===== config.mk =====
export PLATFORM = sky130hd
export DESIGN_NAME = nts_dispatcher_scheduler
export DESIGN_NICKNAME = d
export VERILOG_FILES = /design/src/rtl/nts_dispatcher_scheduler.sv
export SDC_FILE = /design/constraint.sdc
export NUM_CORES = 1
export LEC_CHECK = 0
export CORE_UTILIZATION = 41
export DETAILED_ROUTE_END_ITERATION = 6
export PLACE_DENSITY = 0.91
export SLEW_MARGIN = 20
export SYNTH_ARGS = -nofsm -noshare
export SYNTH_HDL_FRONTEND = slang
export SYNTH_SLANG_ARGS = --single-unit

===== constraint.sdc =====
create_clock -name i_clk -period 5.85 [get_ports i_clk]
set_input_delay 0.8775 -clock i_clk [delete_from_list [all_inputs] [get_ports i_clk]]
set_output_delay 0.8775 -clock i_clk [all_outputs]
set_load 0.05 [all_outputs]

===== src/rtl/nts_dispatcher_scheduler.sv =====
// Drains frames from the dispatcher front buffer and streams each one as
// 64-bit beats to the next idle NTS engine, chosen round-robin.
// Ports:
//   i_clk, i_areset            clock, synchronous active-high reset
//   i_dispatch_*               front buffer status, length, last mask, rdata
//   o_dispatch_raddr           buffer read address (rdata one cycle later)
//   o_process_frame            one-cycle pulse releasing the front buffer
//   i_engine_busy              per-engine busy flags
//   o_engine_rx_*              beat strobe, data, byte mask and last marker
//   o_frames_dispatched        count of non-empty frames handed to engines
module nts_dispatcher_scheduler #(
  parameter int ADDR_WIDTH = 3,
  parameter int ENGINES    = 4
) (
  input  logic                  i_clk,
  input  logic                  i_areset,
  input  logic                  i_dispatch_packet_available,
  input  logic [ADDR_WIDTH-1:0] i_dispatch_counter,
  input  logic [7:0]            i_dispatch_data_valid,
  output logic [ADDR_WIDTH-1:0] o_dispatch_raddr,
  input  logic [63:0]           i_dispatch_rdata,
  output logic                  o_process_frame,
  input  logic [ENGINES-1:0]    i_engine_busy,
  output logic [ENGINES-1:0]    o_engine_rx_valid,
  output logic [63:0]           o_engine_rx_data,
  output logic [7:0]            o_engine_rx_data_valid,
  output logic                  o_engine_rx_last,
  output logic [31:0]           o_frames_dispatched
);

  localparam int PW = (ENGINES > 1) ? $clog2(ENGINES) : 1;

  typedef enum logic [2:0] {
    S_IDLE,
    S_SELECT,
    S_READ,
    S_RELEASE,
    S_WAIT_DROP
  } state_t;

  state_t                state_q, state_d;
  logic [PW-1:0]         ptr_q, ptr_d;
  logic [PW-1:0]         grant_q, grant_d;
  logic [ADDR_WIDTH-1:0] n_q, n_d;
  logic [7:0]            m_q, m_d;
  logic [ADDR_WIDTH-1:0] raddr_q, raddr_d;
  logic [ENGINES-1:0]    valid_q, valid_d;
  logic [7:0]            mask_q, mask_d;
  logic                  last_q, last_d;
  logic                  pf_q, pf_d;
  logic [31:0]           frames_q, frames_d;

  logic                  found;
  logic [PW-1:0]         sel;
  logic [PW-1:0]         sel_nxt;
  logic [PW:0]           idx;

  // Rotating search: candidate ptr+i, wrapped explicitly so a
  // non-power-of-two engine count still cycles through every engine.
  always_comb begin
    found = 1'b0;
    sel   = '0;
    idx   = '0;
    for (int i = 0; i < ENGINES; i++) begin
      idx = {1'b0, ptr_q} + (PW+1)'(i);
      if (idx >= (PW+1)'(ENGINES)) begin
        idx = idx - (PW+1)'(ENGINES);
      end
      if (!found && !i_engine_busy[idx[PW-1:0]]) begin
        found = 1'b1;
        sel   = idx[PW-1:0];
      end
    end
    sel_nxt = (sel == PW'(ENGINES-1)) ? '0 : sel + 1'b1;
  end

  always_comb begin
    state_d  = state_q;
    ptr_d    = ptr_q;
    grant_d  = grant_q;
    n_d      = n_q;
    m_d      = m_q;
    raddr_d  = raddr_q;
    valid_d  = '0;
    mask_d   = '0;
    last_d   = 1'b0;
    pf_d     = 1'b0;
    frames_d = frames_q;
    unique case (state_q)
      S_IDLE: begin
        if (i_dispatch_packet_available) begin
          n_d = i_dispatch_counter;
          m_d = i_dispatch_data_valid;
          if (i_dispatch_counter == '0) begin
            state_d = S_RELEASE;
          end else begin
            state_d = S_SELECT;
          end
        end
      end
      S_SELECT: begin
        if (found) begin
          grant_d = sel;
          ptr_d   = sel_nxt;
          raddr_d = '0;
          state_d = S_READ;
        end
      end
      S_READ: begin
        // Beat flops fire the cycle after the address, lining up
        // with the buffer's one-cycle read latency.
        valid_d = ENGINES'(1) << grant_q;
        if (raddr_q == n_q - 1'b1) begin
          mask_d  = m_q;
          last_d  = 1'b1;
          state_d = S_RELEASE;
        end else begin
          mask_d  = 8'hFF;
          raddr_d = raddr_q + 1'b1;
        end
      end
      S_RELEASE: begin
        pf_d = 1'b1;
        if (n_q != '0) begin
          frames_d = frames_q + 32'd1;
        end
        state_d = S_WAIT_DROP;
      end
      S_WAIT_DROP: begin
        // The front keeps available high until it has seen the
        // release; waiting here stops a double dispatch.
        if (!i_dispatch_packet_available) begin
          state_d = S_IDLE;
        end
      end
      default: state_d = S_IDLE;
    endcase
  end

  always_ff @(posedge i_clk) begin
    if (i_areset) begin
      state_q  <= S_IDLE;
      ptr_q    <= '0;
      grant_q  <= '0;
      n_q      <= '0;
      m_q      <= '0;
      raddr_q  <= '0;
      valid_q  <= '0;
      mask_q   <= '0;
      last_q   <= 1'b0;
      pf_q     <= 1'b0;
      frames_q <= '0;
    end else begin
      state_q  <= state_d;
      ptr_q    <= ptr_d;
      grant_q  <= grant_d;
      n_q      <= n_d;
      m_q      <= m_d;
      raddr_q  <= raddr_d;
      valid_q  <= valid_d;
      mask_q   <= mask_d;
      last_q   <= last_d;
      pf_q     <= pf_d;
      frames_q <= frames_d;
    end
  end

  assign o_dispatch_raddr       = raddr_q;
  assign o_process_frame        = pf_q;
  assign o_engine_rx_valid      = valid_q;
  assign o_engine_rx_data       = (|valid_q) ? i_dispatch_rdata : '0;
  assign o_engine_rx_data_valid = mask_q;
  assign o_engine_rx_last       = last_q;
  assign o_frames_dispatched    = frames_q;

endmodule

### Yosys cells after proc, flatten, opt, wreduce, memory -nomap -nowiden

Cells that the tools add are included.

| storage, ports and cells | value |
|---|---|
| input bits | 82 |
| bits in registers | 67 |
| output and inout port bits | 113 |

| cells by class | value |
|---|---|
| bitwise operators | 1 |
| reduce and logical (&&, ||, !) cells | 19 |
| equality and inequality tests | 11 |
| multiplexer cells | 34 |
| $add $sub $neg | 11 |
| shift-type cells | 1 |
| magnitude comparators | 8 |

Operators with widths:

| kind | count |
|---|---|
| 64-bit 2-to-1 mux | 1 |
| 32-bit by 1-bit adder with 32-bit output, second input constant | 1 |
| 2-bit 2-to-1 mux | 10 |
| 3-bit 2-to-1 mux | 6 |
| 3-bit one-hot mux with 5 select lines | 1 |
| 2-bit by 3-bit less-than comparator with 1-bit output, second input constant | 4 |
| 1-bit 2-to-1 mux | 10 |
| 2-bit != test, second input constant | 5 |
| 3-bit >= comparator, second input constant | 3 |
| 1-bit binary-select mux with 2-bit select | 4 |
| 8-bit 2-to-1 mux | 1 |
| 2-bit by 1-bit subtractor with 2-bit output, second input constant | 4 |
| 2-bit by 2-bit adder with 3-bit output, second input constant | 2 |
| 3-bit by 2-bit == test with 1-bit output, second input constant | 2 |
| 3-bit logical NOT | 2 |
| 3-bit one-hot mux with 2 select lines | 1 |
| 2-bit AND reduction | 3 |
| 1-bit logical NOT | 5 |
| 4-bit AND reduction | 1 |
| 4-bit OR reduction | 1 |
| 1-bit by 2-bit << shifter with 4-bit output, first input constant | 1 |
| 2-bit by 1-bit adder with 3-bit output, second input constant | 1 |
| 3-bit by 1-bit adder with 3-bit output, second input constant | 1 |
| 3-bit by 1-bit == test with 1-bit output, second input constant | 1 |
| 12 further kinds | 14 |

### Logic depth before layout (Yosys ltp)

| depth | value |
|---|---|
| word-level depth | 16 |
| depth in mapped cells | 9 |
| gate-level depth less buffers | 7 |

### Least setup slack after synthesis

No wires, ideal clock.

| path | value |
|---|---|
| kind | reg-to-output |
| start point | register valid_q[1] (netlist: o_engine_rx_valid[1]) |
| end point | output o_engine_rx_data[10] |
| path buffers | 1 |
| arrival | 1.936 ns |
| stages on the path, launching flop included | 4 |
| data required time | 4.973 ns |
| slack | 3.036 ns |
| cell sequence | dfxtp_1 > nor4_1 > clkbuf_1 > nor2b_1 |

| on the way | value |
|---|---|
| word-level cells in the longest chain between the ends | 2 |

RTL lines:

| element | RTL line | RTL |
|---|---|---|
| start, declared | 47 | `logic [ENGINES-1:0] valid_q, valid_d;` |
| start signal, assigned | 160 | `valid_q <= valid_d;` |
| 4-bit OR reduction | 171 | `assign o_engine_rx_data = (\|valid_q) ? i_dispatch_rdata : '0;` |
| 64-bit 2-to-1 mux | 171 |  |
| end, declared | 25 | `output logic [63:0] o_engine_rx_data,` |

No other way between the ends.

### Final worst setup path

| path | value |
|---|---|
| start point | input i_dispatch_rdata[53] |
| end point | output o_engine_rx_data[53] |

| on the way | value |
|---|---|
| word-level cells in the longest chain between the ends | 1 |

RTL lines:

| element | RTL line | RTL |
|---|---|---|
| start, declared | 21 | `input logic [63:0] i_dispatch_rdata,` |
| 64-bit 2-to-1 mux | 171 |  |

No other way between the ends.

==> results.py <==
metrics = {
    "drt": {
        "first_pass_iters": 4,
        "drt_iter0_markers": 187,
        "vias": 3895,
        "avgRoutedWirePerCell_um": 17.4,
        "routed_wl_mm": 12.6,
        "vias_per_cell": 5.39,
        "ant_nets": 0,
        "remaining_drc_errors": 0,
    },
    "global_routing": {
        "grt_pass1_vias": 3612,
        "antenna_found_initial": 0,
        "grt_max_degree": 62,
        "grt_overflow": 0,
        "grt_usage_pct": 27.1,
        "grt_pass1_wl_mm": 18.4,
    },
    "clocking": {
        "cts_tree": "built",
        "cts_sinks": 67,
        "postCtsResizedCells": 0,
        "cts_hold_buf": 0,
        "cts_buffer_depth": 2,
        "clk_latency_ns": 0.34,
        "clkSlewWorstSetupHoldPaths_ns": 0.07,
        "numCtsBuffers": 9,
        "post_cts_buffers": 0,
        "root_buffer": "clkbuf_8",
        "htree_levels": 3,
    },
    "power": {
        "p_int_mw": 0.811,
        "leakage_nw": 1.96,
        "p_switching_mw": 0.370,
        "power_density_nw_per_um2": 206,
        "seq_power_share_pct": 41.7,
        "netSwitchingFraction_pct": 31.3,
        "ir_drop_mv": 0.208,
        "combPwrFrac_pct": 25.7,
        "p_clk_share_pct": 32.6,
    },
    "timing": {
        "rsz0062_at_grt": "false",
        "timing.final.crit_share_pct": 58.5,
        "tns_ns": 0,
        "setup_viol": 0,
        "fmax_ghz": 0.292,
        "fin_skew_ns": 0.0151,
        "drv_slew": 0,
        "tightest_slew_ns": 0.998,
        "min_period_ns": 3.42,
        "relSlewSlack_pct": 32.5,
        "hold_viol_final": 0,
    },
    "placed_design": {
        "placed_cell_area_um2": 5520,
        "routabilityCongestion": 0.831,
        "dp_hpwl_mm": 9.46,
        "io_buffers": 194,
    },
    "synth": {
        "synth_area_leader_cell": "dfxtp_1",
        "ys_seq_elements": 67,
        "synth_area_um2": 3540,
        "ys.flop_type": "dfxtp_1",
        "synth_top_area_share_pct": 37.9,
        "synthCells": 432,
        "synth_area_leaders": "dfxtp_1, nor2b_1, a21oi_1, nand2_1, mux2_2",
        "synthTopCellsByCount": "nor2b_1, dfxtp_1, nand2_1, a21oi_1, nor2_1",
        "ys_types": 49,
        "yosysMostFrequentCell": "nor2b_1",
        "ys_seq_area_share_pct": 37.9,
        "async_flop_share_pct": 0,
        "synth_warnings": 0,
        "synth_edf_count": 0,
        "syn_area_per_cell_um2": 8.20,
        "syn_nets": 518,
    },
    "finish": {
        "final_nets": 699,
        "synthToLayoutAreaGrowth_pct": 62.0,
        "final_area_um2": 5740,
        "antenna_cells": 0,
        "drive_gt1_share_pct": 6.15,
    },
    "floorplan": {
        "die-area_um2": 9020,
        "core_um2": 8300,
        "ioPinCount": 195,
        "num_rows": 33,
        "die_h_um": 95.0,
        "start_util_pct": 42.7,
        "die_w_um": 95.0,
    },
    "flow_run": {
        "max_cap_viol_count": 0,
    },
    "worst_hold_path": {
        "hp-class": "reg -> reg",
    },
    "outcome": {
        "run_status": "complete, no violations",
    },
    "critical_path": {
        "critPathArrivalTime_ns": 2.54,
        "end_kind": "primary output",
        "criticalPathCategory": "in -> out",
        "cp_max_fo": 1,
        "worst_setup_path_start_kind": "primary input",
        "worstPathRequired_ns": 4.97,
        "rrSetupSlack_ns": 2.87,
    },
}
-- metrics by stage --
step	utilization [%]	setup slack (ns)	hold WS [ns]	cells	power, mW
2_1_floorplan	-	3.04	0.430	432	0.676
3_3_place_gp	66.5	2.50	0.442	706	0.796
3_5_place_dp	66.5	2.52	0.451	706	0.802
4_1_cts	68.8	2.50	0.461	722	1.18
5_1_grt	69.1	2.45	0.476	723	1.22
6_report	69.1	2.43	0.461	723	1.18
-- layout make-up --
cell class / instances / area, um2
Clock inverter: 5 / 52.6
Fill cell: 663 / 2560
Tap cell: 105 / 131
Timing Repair Buffer: 198 / 1980
Multi-Input combinational cell: 324 / 2040
Clock buffer: 11 / 141
Sequential cell: 67 / 1340
Inverter: 13 / 48.8
-- worst max-delay path: stages --
cell	delay (ns)
clkdlybuf4s50_1	0.46
nor2b_1	0.32
clkdlybuf4s50_1	0.87
-- path summary, 6_finish.rpt --
kind	from	to	cells after the start
setup reg to reg	n_q[0]	o_frames_dispatched[28]	7
setup / recovery	i_dispatch_rdata[53]	o_engine_rx_data[53]	3
hold / removal	m_q[7]	m_q[7]	2
hold reg to reg	m_q[7]	m_q[7]	2
-- kinds of logic after synthesis --
family | after synthesis | synth area share [%]
multiplexers | 10 | 3.14
adder cells (fa/ha/maj) | 4 | 1.41
AND/OR/NAND/NOR | 229 | 37.4
AO/OA/AOI/OAI | 66 | 11.6
flip-flops | 67 | 37.9
XOR/XNOR | 15 | 3.71
buffers and inverters | 41 | 4.95
-- registers in the layout (all words and copies together) (netlist names), 2 cells and up, named ones only --
signal                  cells
grant_q                     2
m_q                         8
n_q                         3
o_dispatch_raddr            3
o_engine_rx_data_valid      8
o_engine_rx_valid           4
o_frames_dispatched        32
state_q                     3
-- placed cells by master, fill, tap and decap left out, drive strengths merged, types with 4 or more instances in the layout --
master,count
buf,5
or4,10
nand4,8
nor2b,73
o31ai,11
clkbuf,11
nand2,42
mux2,9
xor2,9
o21a,8
ha,4
nand2b,5
or3,7
inv,13
o21ai,6
nor3,6
nor4,10
and3,5
xnor2,6
nor2,25
a21oi,31
clkdlybuf4s50,193
dfxtp,67
and4,7
nand3,16
-- metal layers --
layer	vias up	wire length [um]	global-route usage, %
met1	1863	4830	29.6
met3	20	890	6.36
li1	1863	-	-
met4	0	318	10.9
met2	149	6530	49.8
met5	-	0	0
-- power groups by stage --
stage,registers (mW),clock network (mW),logic (mW)
after floorplan,0.511,0,0.165
after detailed placement,0.502,0,0.300
after CTS,0.491,0.384,0.302
final,0.492,0.385,0.304
after global routing,0.495,0.409,0.321
after global placement,0.500,0,0.296
Note: power is estimated with default switching activity, not from simulation.
